### src/rtl/udp_tx_sched.sv
// udp_tx_sched: round-robin two-source scheduler feeding udp_tx, with inter-frame gap, frame counters and watchdog
module udp_tx_sched #(
    parameter logic [15:0] UDP_DATA_NUM = 16'd10,
    parameter int          IFG_CYC      = 12,
    parameter int          TIMEOUT_CYC  = 2048,
    parameter logic [47:0] CH0_MAC      = 48'hff_ff_ff_ff_ff_ff,
    parameter logic [31:0] CH0_IP       = 32'hc0_a8_00_91,
    parameter logic [47:0] CH1_MAC      = 48'hff_ff_ff_ff_ff_ff,
    parameter logic [31:0] CH1_IP       = 32'hc0_a8_00_92
) (
    input  logic        gmii_txc,
    input  logic        rstn,
    input  logic        ch0_req,
    input  logic        ch1_req,
    input  logic [15:0] ch0_data,
    input  logic [15:0] ch1_data,
    output logic        ch0_pop,
    output logic        ch1_pop,
    output logic        udp_tx_en,
    output logic [15:0] udp_tx_data,
    output logic [47:0] des_mac,
    output logic [31:0] des_ip,
    input  logic        udp_data_en,
    input  logic        udp_tx_done,
    output logic        busy,
    output logic        grant_ch,
    output logic [15:0] ch0_frames,
    output logic [15:0] ch1_frames,
    output logic        timeout_err,
    input  logic        err_clr
);
    localparam int GW = $clog2(IFG_CYC + 1);
    localparam int WW = $clog2(TIMEOUT_CYC + 1);
    typedef enum logic [1:0] {IDLE, GRANT, SEND, GAP} state_t;
    state_t        state_q, state_d;
    logic          grant_q, grant_d, sel_q, sel_d, ph_q, ph_d, err_q, err_d;
    logic [47:0]   mac_q, mac_d;
    logic [31:0]   ip_q, ip_d;
    logic [15:0]   wcnt_q, wcnt_d, ch0_frames_q, ch0_frames_d, ch1_frames_q, ch1_frames_d;
    logic [GW-1:0] gap_q, gap_d;
    logic [WW-1:0] wd_q, wd_d;
    logic          pick, pop_en, wd_hit;
    assign pick   = (ch0_req && ch1_req) ? !grant_q : ch1_req;
    assign pop_en = (state_q == SEND) && udp_data_en && !ph_q && (wcnt_q < UDP_DATA_NUM);
    assign wd_hit = (state_q == SEND) && !udp_tx_done && (wd_q == WW'(TIMEOUT_CYC - 1));
    always_comb begin
        state_d      = state_q;
        grant_d      = grant_q;
        sel_d        = sel_q;
        mac_d        = mac_q;
        ip_d         = ip_q;
        wcnt_d       = wcnt_q;
        ph_d         = ph_q;
        gap_d        = gap_q;
        wd_d         = wd_q;
        ch0_frames_d = ch0_frames_q;
        ch1_frames_d = ch1_frames_q;
        err_d        = wd_hit || (err_q && !err_clr);
        case (state_q)
            IDLE: if (ch0_req || ch1_req) begin
                state_d = GRANT;
                grant_d = pick;
                sel_d   = pick;
                mac_d   = pick ? CH1_MAC : CH0_MAC;
                ip_d    = pick ? CH1_IP : CH0_IP;
            end
            GRANT: begin
                state_d = SEND;
                wcnt_d  = '0;
                ph_d    = 1'b0;
                wd_d    = '0;
            end
            SEND: begin
                ph_d   = udp_data_en ? !ph_q : ph_q;
                wcnt_d = wcnt_q + 16'(pop_en);
                wd_d   = (wd_q == WW'(TIMEOUT_CYC)) ? wd_q : wd_q + WW'(1);
                if (udp_tx_done) begin
                    state_d      = GAP;
                    gap_d        = GW'(IFG_CYC - 1);
                    ch0_frames_d = grant_q ? ch0_frames_q : ch0_frames_q + 16'd1;
                    ch1_frames_d = grant_q ? ch1_frames_q + 16'd1 : ch1_frames_q;
                end
            end
            GAP: begin
                state_d = (gap_q == '0) ? IDLE : GAP;
                gap_d   = (gap_q == '0) ? gap_q : gap_q - GW'(1);
            end
            default: state_d = IDLE;
        endcase
    end
    always_ff @(posedge gmii_txc or negedge rstn) begin
        if (!rstn) begin
            state_q      <= IDLE;
            grant_q      <= 1'b1;
            sel_q        <= 1'b0;
            mac_q        <= CH0_MAC;
            ip_q         <= CH0_IP;
            wcnt_q       <= '0;
            ph_q         <= 1'b0;
            gap_q        <= '0;
            wd_q         <= '0;
            ch0_frames_q <= '0;
            ch1_frames_q <= '0;
            err_q        <= 1'b0;
        end else begin
            state_q      <= state_d;
            grant_q      <= grant_d;
            sel_q        <= sel_d;
            mac_q        <= mac_d;
            ip_q         <= ip_d;
            wcnt_q       <= wcnt_d;
            ph_q         <= ph_d;
            gap_q        <= gap_d;
            wd_q         <= wd_d;
            ch0_frames_q <= ch0_frames_d;
            ch1_frames_q <= ch1_frames_d;
            err_q        <= err_d;
        end
    end
    // Enable is gated by done so udp_tx sees it low as it returns to idle and cannot restart.
    assign udp_tx_en   = (state_q == SEND) && !udp_tx_done;
    assign udp_tx_data = sel_q ? ch1_data : ch0_data;
    assign ch0_pop     = pop_en && !grant_q;
    assign ch1_pop     = pop_en && grant_q;
    assign busy        = state_q != IDLE;
    assign grant_ch    = grant_q;
    assign des_mac     = mac_q;
    assign des_ip      = ip_q;
    assign ch0_frames  = ch0_frames_q;
    assign ch1_frames  = ch1_frames_q;
    assign timeout_err = err_q;
endmodule

### config.mk
export PLATFORM = sky130hd
export DESIGN_NAME = udp_tx_sched
export DESIGN_NICKNAME = d
export VERILOG_FILES = /design/src/rtl/udp_tx_sched.sv
export SDC_FILE = /design/constraint.sdc
export NUM_CORES = 1
export LEC_CHECK = 0
export BUFFER_PORTS_ARGS = -buffer_cell sky130_fd_sc_hd__buf_2
export CAP_MARGIN = 20
export CORE_ASPECT_RATIO = 0.6
export CORE_MARGIN = 2
export CORE_UTILIZATION = 40
export DETAILED_ROUTE_END_ITERATION = 8
export PLACE_DENSITY = 0.79
export SLEW_MARGIN = 20
export SYNTH_ARGS = -nofsm -noshare
export SYNTH_HDL_FRONTEND = slang
export SYNTH_SLANG_ARGS = --single-unit
### constraint.sdc
create_clock -name gmii_txc -period 2.9 [get_ports gmii_txc]
set_clock_uncertainty 0.1 [all_clocks]
set_input_delay 0.29 -clock gmii_txc [delete_from_list [all_inputs] [get_ports gmii_txc]]
set_output_delay 0.29 -clock gmii_txc [all_outputs]
set_load 0.05 [all_outputs]
---- Word-level counts from Yosys, hierarchy flattened ----
Cells that the tools add are included.
cells by class
  $add $sub $neg .......................... 5
  $lt $le $gt $ge ......................... 1
  eq/ne operators ......................... 10
  multiplexer cells ....................... 15
  bitwise operators ....................... 1
  reduce and logical (&&, ||, !) cells .... 27
operators by type and width
  kind                                                                            count
  16-bit by 1-bit adder with 16-bit output (second input constant)                2
  16-bit one-hot mux with 2 select lines                                          1
  12-bit one-hot mux with 2 select lines                                          1
  16-bit by 1-bit adder with 16-bit output                                        1
  16-bit by 4-bit less-than comparator with 1-bit output (second input constant)  1
  16-bit 2-to-1 mux                                                               1
  12-bit by 1-bit adder with 12-bit output (second input constant)                1
  12-bit by 11-bit equality test with 1-bit output (second input constant)        1
  12-bit equality test (second input constant)                                    1
  12-bit 2-to-1 mux                                                               1
  2-bit inequality test (second input constant)                                   5
  1-bit logical AND                                                               9
  3-bit AND reduction                                                             3
  2-bit 2-to-1 mux                                                                4
  4-bit 2-to-1 mux                                                                2
  2-bit one-hot mux with 4 select lines                                           1
  4-bit one-hot mux with 2 select lines                                           1
  2-bit AND reduction                                                             4
  2-bit nonzero test                                                              3
  2-bit equality test (second input constant)                                     2
  1-bit logical NOT                                                               4
  4-bit logical NOT                                                               1
  4-bit by 1-bit subtractor with 4-bit output (second input constant)             1
  2-bit by 1-bit equality test with 1-bit output (second input constant)          1
  other kinds (5)                                                                 7
storage, ports and cells
  flip-flop bits (word level) ............. 102
  input port bits ......................... 39
  word-level logic and storage cells ...... 70

---- Logic depth before layout (Yosys ltp) ----
Gate-level depths: netlist (run 1).
  depth in word-level cells ............... 6
  gate-level depth with buffers ........... 9
  mapped depth without buffers ............ 9

---- Worst setup path after synthesis (run 1) ----
No wires, ideal clock.
  path type ............................... register to output
  start ................................... reg wcnt_q[7]
  end ..................................... out ch0_pop
  arrival time ............................ 2.022 ns
  required time ........................... 2.510 ns
  setup slack ............................. 0.488 ns
  stages on the path, launching flop included .. 5
  path buffers ............................ 0
  cells stage by stage .................... dfrtp_1 > or4b_1 > nor4_1 > and4_1 > nor2b_1
on the way
  word-level cells in the longest chain between the ends .. 3
RTL lines
  element                                                 RTL line  source
  start: declaration                                      39        logic [15:0] wcnt_q, wcnt_d, ch0_frames_q, ch0_frames_d, ch1_frames_q, ch1_frames_d;
  start signal: assignment                                111       wcnt_q <= wcnt_d;
  16-bit by 4-bit less-than comparator with 1-bit output  44        assign pop_en = (state_q == SEND) && udp_data_en && !ph_q && (wcnt_q < UDP_DATA_NUM);
  1-bit logical AND                                       44
  1-bit logical AND                                       123       assign ch0_pop = pop_en && !grant_q;
  end: declaration                                        17        output logic ch0_pop,
No other way between the ends.

---- Worst setup path in the final report (run 1) ----
  start ................................... reg wcnt_q[4]
  end ..................................... reg wcnt_q[10]
on the way
  word-level cells in the longest chain between the ends .. 4
RTL lines
  element                                                 RTL line  source
  16-bit by 4-bit less-than comparator with 1-bit output  44
  1-bit logical AND                                       44
  16-bit by 1-bit adder with 16-bit output (*)            75        wcnt_d = wcnt_q + 16'(pop_en);
  16-bit one-hot mux with 2 select lines (*)              59        case (state_q)
Every way passes the cells marked *; elsewhere a longest branch is shown, timed or not.
A chain may end at the register's enable or synchronous reset.

==> results of run 1 <==
[path summary, 6_finish.rpt]
| kind | end | slack, ps | cells after the start |
|---|---|---|---|
| max in group asynchronous | wd_q[2] | 1480 | 3 |
| worst max-delay path | wcnt_q[10] | 150 | 8 |
| worst min register to register | ch1_frames[15] | 360 | 1 |
| worst max register to register | wcnt_q[10] | 150 | 8 |
| worst min-delay path | grant_ch | 110 | 3 |
| min in group asynchronous | wcnt_q[2] | 430 | 2 |
[cells in the mapped netlist (all sizes together) (8+ instances only)]
cell type  number
nor2           30
xnor2          32
a21oi           9
dfrtp          69
inv            17
nor3           11
ha             12
nand2          30
xor2           16
buf            85
nand3          26
clkbuf          9
o21ai          11
and3            8
mux2           17
nand4          14
[logic make-up after synthesis]
kind of cell	share of synthesized area, %
buffers and inverters	16.10
AND/OR/NAND/NOR	18.97
adder cells (fa/ha/maj)	3.348
other	0.1675
multiplexers	5.162
flip-flops	39.68
XOR/XNOR	9.375
AO/OA/AOI/OAI	7.199
[tightest hold or removal path, cell delays in order]
cell     delay, ps
buf_2          110
nand2_1         70
o21ai_0         70
[report_power, final]
part           leakage (nW)  switching (W)  internal, W
Clock                 0.152       0.000425     0.000711
Combinational          1.51        0.00140     0.000494
Sequential            0.949       0.000226      0.00114
[layout make-up]
class,instances,area (um^2)
Clock buffer,11,252.7
Clock inverter,5,56.30
Fill cell,1019,5627
Inverter,17,63.81
Multi-Input combinational cell,362,2277
Sequential cell,71,1779
Tap cell,139,173.9
Timing Repair Buffer,99,510.5
[stage by stage]
| stage | hold WS [ps] | utilization [%] | power, W | std cells | setup slack (ps) |
|---|---|---|---|---|---|
| 2_1_floorplan | -105.6 | - | 0.002950 | 544 | 488.4 |
| 3_3_place_gp | 258.8 | 44.56 | 0.003226 | 687 | 313.6 |
| 3_5_place_dp | 262.6 | 44.56 | 0.003280 | 687 | 148.9 |
| 4_1_cts | 101.9 | 47.53 | 0.004434 | 704 | 130.1 |
| 5_1_grt | 124.7 | 47.61 | 0.004651 | 704 | -17.55 |
| 6_report | 113.3 | 47.61 | 0.004401 | 704 | 153.0 |
[registers in the layout (all words and copies together), names as in the netlist]
register / cells
ch1_frames: 16
ch0_frames: 16
wd_q: 12
des_ip: 1
wcnt_q: 16
sel_q: 1
grant_ch: 1
timeout_err: 1
ph_q: 1
gap_q: 4
state_q: 2
[per-layer routing]
layer	track usage [%]	routed length (um)	up-vias
met4	6.636	189	0
met1	21.20	4386	1657
met3	5.025	674	14
met2	24.61	4394	147
met5	0	0	-
li1	-	-	1636
[timing repair]
| item | 4_1_cts | 5_1_grt |
|---|---|---|
| hold buffers | 1 | 0 |
| hold endpoints to repair | 26 | 0 |
| gates resized for setup | 0 | 2 |
| setup endpoints to repair | 0 | 2 |
==> flow_summary.json, run 1 <==
{
  "min_period_ps": 2747,
  "synth-edff-count": 0,
  "n_antenna_cell": 0,
  "ys_warn_count": 0,
  "chipHeight_um": 86.02,
  "hold_violations": 0,
  "vias": 3454,
  "crit_fanout": 6,
  "drt-pass1-iter-count": 4,
  "fin_setup_tns_ps": 0,
  "cts_tree": "built",
  "layout.nets": 611,
  "synth_top_area_share_pct": 38.50,
  "clkSinkCount": 71,
  "io_buffers": 94,
  "outcome": "finished clean",
  "die_w_um": 140.7,
  "crit_family": "simple AND/OR/NAND/NOR gates",
  "final_cell_mix": "buf_2 (94), conb_1 (78), dfrtp_1 (69), xnor2_1 (32), nand2_1 (30)",
  "synthArstFlopShare_pct": 100.0,
  "drive_above_1_share_pct": 25.49,
  "place.gp.congestion": 0.9251,
  "r2r-start": "wcnt_q[4]",
  "synth_seq_area_share_pct": 39.68,
  "cpMaxStageDelayCell": "or4b_1",
  "max_freq_mhz": 364.0,
  "slew_headroom_pct": 55.07,
  "cts_buffer_depth": 2,
  "grt_pass1_vias": 3235,
  "insertion_delay_ps": 330,
  "detail_route.wirelength_um": 9645,
  "grt_max_degree": 42,
  "wl_per_cell_um": 13.70,
  "worstPathCellList": "or4b_1 -> nor4_1 -> and4_1 -> ha_1 -> nand3_1 -> nor4_2 -> xnor2_1 -> nor2_1",
  "slew_violations": 0,
  "critPathRequiredTime_ps": 3020,
  "cp-start-kind": "flip-flop",
  "yosysTopAreaCell": "dfrtp_1",
  "grt_first_pass_wirelength_um": 15480,
  "leakage_nw": 2.610,
  "netlist-cell-type-count": 51,
  "synth_area_leaders": "dfrtp_1 (39%), buf_4 (13%), xnor2_1 (6.3%)",
  "max-cap-violations": 0,
  "dieArea_um2": 12100,
  "p_per_area_nw_per_um2": 860.6,
  "netlist_instances": 468,
  "ir_drop_mv": 0.5389,
  "grt_overflow": 0,
  "startpoint": "wcnt_q[4]",
  "final_common_cell": "buf_2",
  "cts_buffers": 9,
  "hold_path.class": "input port to flip-flop",
  "hp-start": "ch1_req",
  "htreeDepth": 3,
  "pin_count": 173,
  "dp_hpwl_um": 7375,
  "syn_area_per_cell_um2": 9.582,
  "worst_slew_pin_slew_ps": 673.9,
  "cpPeakStageDelay_ps": 530,
  "ys.flop_type": "dfrtp_1",
  "ys_seq_elements": 71,
  "track_usage_pct": 16.04,
  "endpoint_kind": "flip-flop",
  "root_buffer": "clkbuf_16",
  "via_per_inst": 4.906,
  "num_rows": 29,
  "drc": 0,
  "core_area_um2": 10740,
  "drt-initial-drc-count": 247,
  "clk_pin_slew_ps": 60,
  "final_cell_area_um2": 5114,
  "path_buf_inv": 0,
  "area_growth_pct": 14.03,
  "antenna_found_initial": 0,
  "path_class": "flip-flop to flip-flop",
  "synth_area_um2": 4484,
  "start_util_pct": 41.75,
  "postPlaceCellArea_um2": 4786,
  "finalCritPeriodShare_pct": 94.72,
  "setup_violations": 0,
  "ant_nets": 0,
  "worstPathArrival_ps": 2870,
  "post_cts_buffers": 0
}
Note: power is estimated with default switching activity, not from simulation.
==> run 2: changes to the inputs <==
--- a/config.mk
+++ b/config.mk
@@ -12,6 +12,7 @@
 export CORE_UTILIZATION = 40
 export DETAILED_ROUTE_END_ITERATION = 8
 export PLACE_DENSITY = 0.79
+export REMOVE_ABC_BUFFERS = 1
 export SLEW_MARGIN = 20
 export SYNTH_ARGS = -nofsm -noshare
 export SYNTH_HDL_FRONTEND = slang
==> run 2 against run 1 <==
Compared with the run above:
- critical path depth unchanged
- critical endpoint unchanged
- sequential power about the same
- clock power down 11%
- flip-flop and latch count unchanged
==> flow_summary.json, run 2 (synthesis results as in run 1) <==
{
  "critPathRequiredTime_ps": 3010,
  "track_usage_pct": 15.71,
  "io_buffers": 94,
  "antenna_found_initial": 0,
  "drt-initial-drc-count": 239,
  "place_ws_ps": 272.0,
  "grt_overflow": 0,
  "core_area_um2": 10740,
  "setup_violations": 0,
  "chipHeight_um": 86.02,
  "hold_path.class": "input port to flip-flop",
  "cts_buffer_depth": 2,
  "grt_first_pass_wirelength_um": 15330,
  "place.gp.congestion": 0.9266,
  "worstPathCellList": "or4b_1 -> nor4_1 -> and4_1 -> ha_1 -> nand3_1 -> nor4_1 -> xnor2_1 -> nor2_1",
  "path_class": "flip-flop to flip-flop",
  "finalCritPeriodShare_pct": 93.40,
  "postLayoutCoreUtil_pct": 47.26,
  "clkSinkCount": 71,
  "drt-pass1-iter-count": 4,
  "cpPeakStageDelay_ps": 510,
  "clk_pin_slew_ps": 60,
  "dp_hpwl_um": 7234,
  "hold_violations": 0,
  "area_growth_pct": 13.20,
  "max_freq_mhz": 369.2,
  "die_w_um": 140.7,
  "worst_slew_pin_slew_ps": 737.7,
  "max-cap-violations": 0,
  "endpoint_kind": "flip-flop",
  "cts_tree": "built",
  "insertion_delay_ps": 340,
  "cp-start-kind": "flip-flop",
  "path_buf_inv": 0,
  "vias": 3468,
  "cts_buffers": 9,
  "crit_fanout": 6,
  "post_cts_buffers": 0,
  "pin_count": 173,
  "rsz0062_at_grt": "no",
  "grt_pass1_vias": 3196,
  "crit_top_cell": "nor4_1",
  "min_period_ps": 2709,
  "drc": 0,
  "detail_route.wirelength_um": 9663,
  "drive_above_1_share_pct": 24.47,
  "start_util_pct": 41.75,
  "ir_drop_mv": 0.4110,
  "ant_nets": 0,
  "n_antenna_cell": 0,
  "slew_headroom_pct": 50.82,
  "layout.nets": 610,
  "grt_max_degree": 42,
  "crit_family": "simple AND/OR/NAND/NOR gates",
  "dieArea_um2": 12100,
  "final_common_cell": "buf_2",
  "num_rows": 29,
  "leakage_nw": 2.592,
  "outcome": "finished clean",
  "fin_setup_tns_ps": 0,
  "worstPathArrival_ps": 2820,
  "wl_per_cell_um": 13.75,
  "p_per_area_nw_per_um2": 843.4,
  "final_cell_mix": "buf_2 (94), conb_1 (78), dfrtp_1 (69), xnor2_1 (32), nand2_1 (30)",
  "slew_violations": 0,
  "worst_slack_ps": 191.4,
  "via_per_inst": 4.933,
  "htreeDepth": 3,
  "cpMaxStageDelayCell": "or4b_1",
  "root_buffer": "clkbuf_16"
}
run 2: cell count changes in the layout (fill, tap and decap cells not counted), sizes merged:
cell      previous run  this run
clkinvlp             1         0
clkinv               3         1
clkbuf              11        15
buf                 98        97
bufinv               1         0
run 2: worst paths after layout:
path | startpoint | endpoint | slack, ps | depth (start not counted)
hold reg to reg | ch1_frames[15] | ch1_frames[15] | 370 | 1
max in group asynchronous | rstn | des_ip[0] | 1510 | 3
setup / recovery | wcnt_q[4] | wcnt_q[10] | 190 | 8
hold / removal | ch1_req | grant_ch | 120 | 3
min in group asynchronous | rstn | wcnt_q[14] | 450 | 2
setup reg to reg | wcnt_q[4] | wcnt_q[10] | 190 | 8
run 2: cell type report:
type / count / area [um^2]
inverters: 17 / 63.81
flip-flops and latches: 71 / 1779
well taps: 139 / 173.9
fillers: 1026 / 5664
clock inverters: 1 / 5.005
multi-input cells: 362 / 2271
repair buffers: 98 / 515.5
clock buffers: 15 / 267.8
run 2: power by group:
part / total [W] / switching [W] / leakage, nW / internal (W)
logic: 0.00188 / 0.00139 / 1.51 / 0.000497
clock network: 0.00102 / 0.000393 / 0.134 / 0.000625
registers: 0.00138 / 0.000235 / 0.949 / 0.00114
run 2: stage by stage:
| step | power (W) | hold slack, ps | cells | cell area, um^2 |
|---|---|---|---|---|
| after global placement | 0.003214 | 270.6 | 686 | 4791 |
| final | 0.004281 | 116.1 | 703 | 5076 |
| after detailed placement | 0.003269 | 298.4 | 686 | 4791 |
| after floorplan | 0.002808 | -105.6 | 450 | 4111 |
| after global routing | 0.004514 | 121.0 | 703 | 5076 |
| after CTS | 0.004312 | 100.2 | 703 | 5074 |
run 2: repair_timing:
| item | in CTS | in global routing |
|---|---|---|
| setup endpoints to repair | 0 | 1 |
| resized for setup | 0 | 1 |
| endpoints found under the hold margin | 30 | 0 |
| hold buffers | 1 | 0 |
run 2: worst register-to-register path, delay by kind of cell (launching register included):
family                   cells  cell delay [ps]
flip-flops                   1              440
AND/OR/NAND/NOR              6             1630
XOR/XNOR                     1              160
adder cells (fa/ha/maj)      1              260
run 2: routing by layer:
| layer | wire length, um | vias to the layer above | track usage, % |
|---|---|---|---|
| met5 | 0 | - | 0 |
| met1 | 4119 | 1680 | 19.69 |
| li1 | - | 1637 | - |
| met2 | 4758 | 137 | 25.90 |
| met3 | 655 | 14 | 5.472 |
| met4 | 129 | 0 | 4.727 |
